### src/rtl/uart_transmitter.sv
// Tick-paced UART transmitter with a one-entry holding register in front of the frame shifter.
// Frame: start, DATA_BITS LSB first, optional parity, 1 or 2 stop bits; back-to-back frames have no idle gap.
module uart_transmitter #(
  parameter int DATA_BITS = 8,
  parameter int PARITY    = 0,
  parameter int STOP_BITS = 1
) (
  input  logic                 Clk,
  input  logic                 Reset,
  input  logic                 Tick,
  input  logic [DATA_BITS-1:0] DataIn,
  input  logic                 DataValid,
  output logic                 DataReady,
  output logic                 Tx,
  output logic                 Busy
);

  generate
    if (DATA_BITS < 5 || DATA_BITS > 9) begin : g_bad_data_bits
      $error("uart_transmitter: DATA_BITS must be 5..9");
    end
    if (PARITY < 0 || PARITY > 2) begin : g_bad_parity
      $error("uart_transmitter: PARITY must be 0, 1 or 2");
    end
    if (STOP_BITS != 1 && STOP_BITS != 2) begin : g_bad_stop_bits
      $error("uart_transmitter: STOP_BITS must be 1 or 2");
    end
  endgenerate

  localparam int                IDX_W     = $clog2(DATA_BITS);
  localparam logic [IDX_W-1:0] LAST_IDX  = IDX_W'(DATA_BITS - 1);
  localparam logic             LAST_STOP = (STOP_BITS == 2);

  typedef enum logic [2:0] {S_IDLE, S_START, S_DATA, S_PARITY, S_STOP} state_t;

  state_t               state, state_nxt;
  logic [DATA_BITS-1:0] hold, shifter, shifter_nxt;
  logic                 hold_full, hold_full_nxt;
  logic [IDX_W-1:0]     bit_idx, bit_idx_nxt;
  logic                 stop_cnt, stop_cnt_nxt;
  logic                 par_bit, par_nxt;
  logic                 tx_q, tx_nxt;
  logic                 accept, load, load_par;

  assign accept    = DataValid && !hold_full;
  assign load_par  = (PARITY == 2) ? ^hold : ~^hold;
  assign DataReady = !hold_full;
  assign Busy      = (state != S_IDLE);
  assign Tx        = tx_q;

  always_comb begin
    state_nxt    = state;
    shifter_nxt  = shifter;
    bit_idx_nxt  = bit_idx;
    stop_cnt_nxt = stop_cnt;
    par_nxt      = par_bit;
    load         = 1'b0;
    if (Tick) begin
      case (state)
        S_IDLE:   load = hold_full;
        S_START: begin
          state_nxt   = S_DATA;
          bit_idx_nxt = '0;
        end
        S_DATA: begin
          shifter_nxt = shifter >> 1;
          if (bit_idx == LAST_IDX) begin
            state_nxt    = (PARITY != 0) ? S_PARITY : S_STOP;
            stop_cnt_nxt = 1'b0;
          end else begin
            bit_idx_nxt = bit_idx + IDX_W'(1);
          end
        end
        S_PARITY: begin
          state_nxt    = S_STOP;
          stop_cnt_nxt = 1'b0;
        end
        S_STOP: begin
          if (stop_cnt == LAST_STOP) begin
            if (hold_full) load = 1'b1;
            else           state_nxt = S_IDLE;
          end else begin
            stop_cnt_nxt = 1'b1;
          end
        end
        default:  state_nxt = S_IDLE;
      endcase
    end
    // A load only happens with hold_full set, so it never races an accept.
    if (load) begin
      state_nxt   = S_START;
      shifter_nxt = hold;
      par_nxt     = load_par;
    end
    hold_full_nxt = load ? 1'b0 : (accept ? 1'b1 : hold_full);
    // Tx is registered from the next state so it lands on the same edge as the state change.
    case (state_nxt)
      S_START:  tx_nxt = 1'b0;
      S_DATA:   tx_nxt = shifter_nxt[0];
      S_PARITY: tx_nxt = par_nxt;
      default:  tx_nxt = 1'b1;
    endcase
  end

  always_ff @(posedge Clk or posedge Reset) begin
    if (Reset) begin
      state     <= S_IDLE;
      hold      <= '0;
      hold_full <= 1'b0;
      shifter   <= '0;
      bit_idx   <= '0;
      stop_cnt  <= 1'b0;
      par_bit   <= 1'b0;
      tx_q      <= 1'b1;
    end else begin
      state     <= state_nxt;
      hold_full <= hold_full_nxt;
      shifter   <= shifter_nxt;
      bit_idx   <= bit_idx_nxt;
      stop_cnt  <= stop_cnt_nxt;
      par_bit   <= par_nxt;
      tx_q      <= tx_nxt;
      if (accept) hold <= DataIn;
    end
  end

endmodule

### config.mk
export PLATFORM = sky130hd
export DESIGN_NAME = uart_transmitter
export DESIGN_NICKNAME = d
export VERILOG_FILES = /design/src/rtl/uart_transmitter.sv
export SDC_FILE = /design/constraint.sdc
export NUM_CORES = 1
export LEC_CHECK = 0
export ABC_AREA = 1
export CAP_MARGIN = 10
export CORE_ASPECT_RATIO = 2
export CORE_MARGIN = 4
export CORE_UTILIZATION = 49
export CTS_CLUSTER_DIAMETER = 50
export CTS_CLUSTER_SIZE = 24
export DETAILED_ROUTE_END_ITERATION = 10
export PLACE_DENSITY = 0.75
export REMOVE_ABC_BUFFERS = 1
export SKIP_CTS_REPAIR_TIMING = 1
export SLEW_MARGIN = 15
export SYNTH_ARGS = -nofsm -noshare
export SYNTH_HDL_FRONTEND = slang
export SYNTH_SLANG_ARGS = --single-unit
### constraint.sdc
create_clock -name Clk -period 1.4 [get_ports Clk]
set_clock_uncertainty 0.05 [all_clocks]
set_input_delay 0.35 -clock Clk [delete_from_list [all_inputs] [get_ports Clk]]
set_output_delay 0.35 -clock Clk [all_outputs]
set_load 0.1 [all_outputs]
==> results.ini <==
[run_status]
status=finished, violations left
violations=negative setup slack

[grt]
antenna_found_initial=0
overflow=0
first_global_vias=1098
grt_max_degree=26
track_usage_pct=18.0
grt_pass1_wl_um=4720

[place]
globalplace.congestion=0.936
portBuffers=14
hpwl_um=2170

[sta]
maxSlewHeadroom_pct=72.8
rsz0062_at_grt=true
max_clock_freq_mhz=663
fin_crit_ns=1.51
fin_ws_ns=-0.109
worst_slew_pin_slew_ns=0.407
fin_crit_sh_pct=108
hold_violations=0
fin_hold_ws_ns=0.365
setup_viol=6
drv_slew=0

[synthesis]
yosys_warnings=0
netlist_area_um2=1280
synth_area_leaders=dfrtp_1 47%, nand2_1 13%, inv_1 3.5%
ys_ff_latch=25
yosys.cell_types.count=29
synth_cells=142
yosysSeqAreaShare_pct=49.0
synth_top_area_share_pct=46.9
syn_avg_cell_area_um2=9.01
yosysTopAreaCell=dfrtp_1

[cells_and_area]
antennaDiodeCount=0
nFillCells=172
finalNetCount=196
final_common_cell=nand2_1
final_cell_mix=41 x nand2_1, 21 x dfrtp_1, 15 x buf_4
utilization_pct=71.9
final_layout_size_suffix_gt1_share_pct=35.4
area_growth_pct=42.5

[setup_path]
r2r_setup_slack_ns=-0.05
cp_max_fo=3
arrival_ns=1.11
timing.rr.end=Tx
cp_cell_sequence=nor2_4, nand2_2, buf_12
cpPeakStageDelay_ns=0.45
cp-end-kind=output pin
reg2reg_depth=8
rr_startpoint=bit_idx[0]
crit_required_ns=1.00
crit_type=reg2out
critPathSlowestCell=dfrtp_2
worstSetupStartpointType=flip-flop

[job]
maxCapViolations=0

[worst_hold_path]
hp-class=in2async

[clock_tree]
cts_buffers=3
path_clk_slew_ns=0.08
clk_path_buf_depth=2
htree_levels=1
cts_root_buf=clkbuf_8
cts_tree=yes
insertion_delay_ns=0.27
clkSinkCount=25

[routing]
vias=1116
first_iter_violations=32
wirelength_um=3030
vias_per_cell=5.34
ant_nets=0
wl_per_cell_um=14.5
first_pass_iters=4
drc=0

[power_and_ir_drop]
p_leak_nw=0.861
p_per_area_nw_per_um2=2540
power_mw=4.64
irDropWorstVdd_v=0.00124

[floorplanning]
core_um2=2540
start_util_pct=50.4
die_x_um=44.1
die_area_um2=3540
rows=26
die_h_um=80.3
io_pins=15

==> how the worst max path moves through the flow <==
stage               startpoint          to  slack (ns)  cells after the start
finish                state[1]        Busy       -0.11                      3
global route        bit_idx[0]          Tx       -0.14                      8
CTS                 bit_idx[0]          Tx       -0.34                      8
detailed placement        Tick          Tx       -0.39                      7
global placement          Tick  bit_idx[0]       -0.33                      3
floorplan            hold_full     hold[0]       -0.59                      3
==> through the flow <==
step	setup WS, ns	instances	area [um2]	TNS, ns
2_1_floorplan	-0.586	141	1270	-4.73
3_3_place_gp	-0.329	195	1590	-4.91
3_5_place_dp	-0.392	195	1590	-5.83
4_1_cts	-0.336	199	1640	-1.33
5_1_grt	-0.144	209	1820	-0.670
6_report	-0.109	209	1820	-0.226
==> cell families after synthesis <==
kind of cell    share of synthesized area [%]
simple gates                             24.3
mux                                      3.52
buf+inv                                  5.77
compound gates                           11.3
flops                                    49.0
fa+ha+maj                                1.95
xor+xnor                                 4.11
==> registers in the layout, summed over array words and instances, names as in the netlist <==
register	cells
shifter	8
hold_full	1
hold	8
state	3
Tx	1
par_bit	1
bit_idx	3
==> cell usage after synthesis, drive strengths merged <==
cell type,count
nand2,44
or2,1
a21boi,1
xnor2,3
buf,1
nand4,1
nor2,7
a21oi,7
o211ai,3
nand3,12
o21ai,7
o41ai,1
dfrtp,24
xor2,3
a22oi,1
dfstp,1
inv,17
ha,2
a32o,2
mux2,4
==> power breakdown <==
group	leakage (nW)	internal, mW	switching, mW
logic	0.542	1.25	1.59
registers	0.296	1.08	0.298
clock network	0.0228	0.203	0.212
==> cell type report <==
class                   instances  area, um2  area share [%]
multi-input cells              99        649            35.6
flip-flops and latches         25        631            34.6
inverters                      17       73.8            4.05
well taps                      28       35.0            1.92
clock buffers                   4       45.0            2.47
repair buffers                 36        390            21.4
==> critical path: cells and delay by family, from the launching register on <==
family	cells	cell delay, ns
buffers and inverters	1	0.17
flip-flops	1	0.45
AND/OR/NAND/NOR	2	0.22
==> per-layer routing <==
metal  track usage, %  part of all wire (%)  vias to the layer above
li1                 -                     -                      543
met2             34.6                    61                       17
met3             2.47                   2.7                        7
met4             7.85                   2.3                        0
met1             17.9                    34                      549
met5                0                     0                        -
Power figures use the tool's default switching activity.
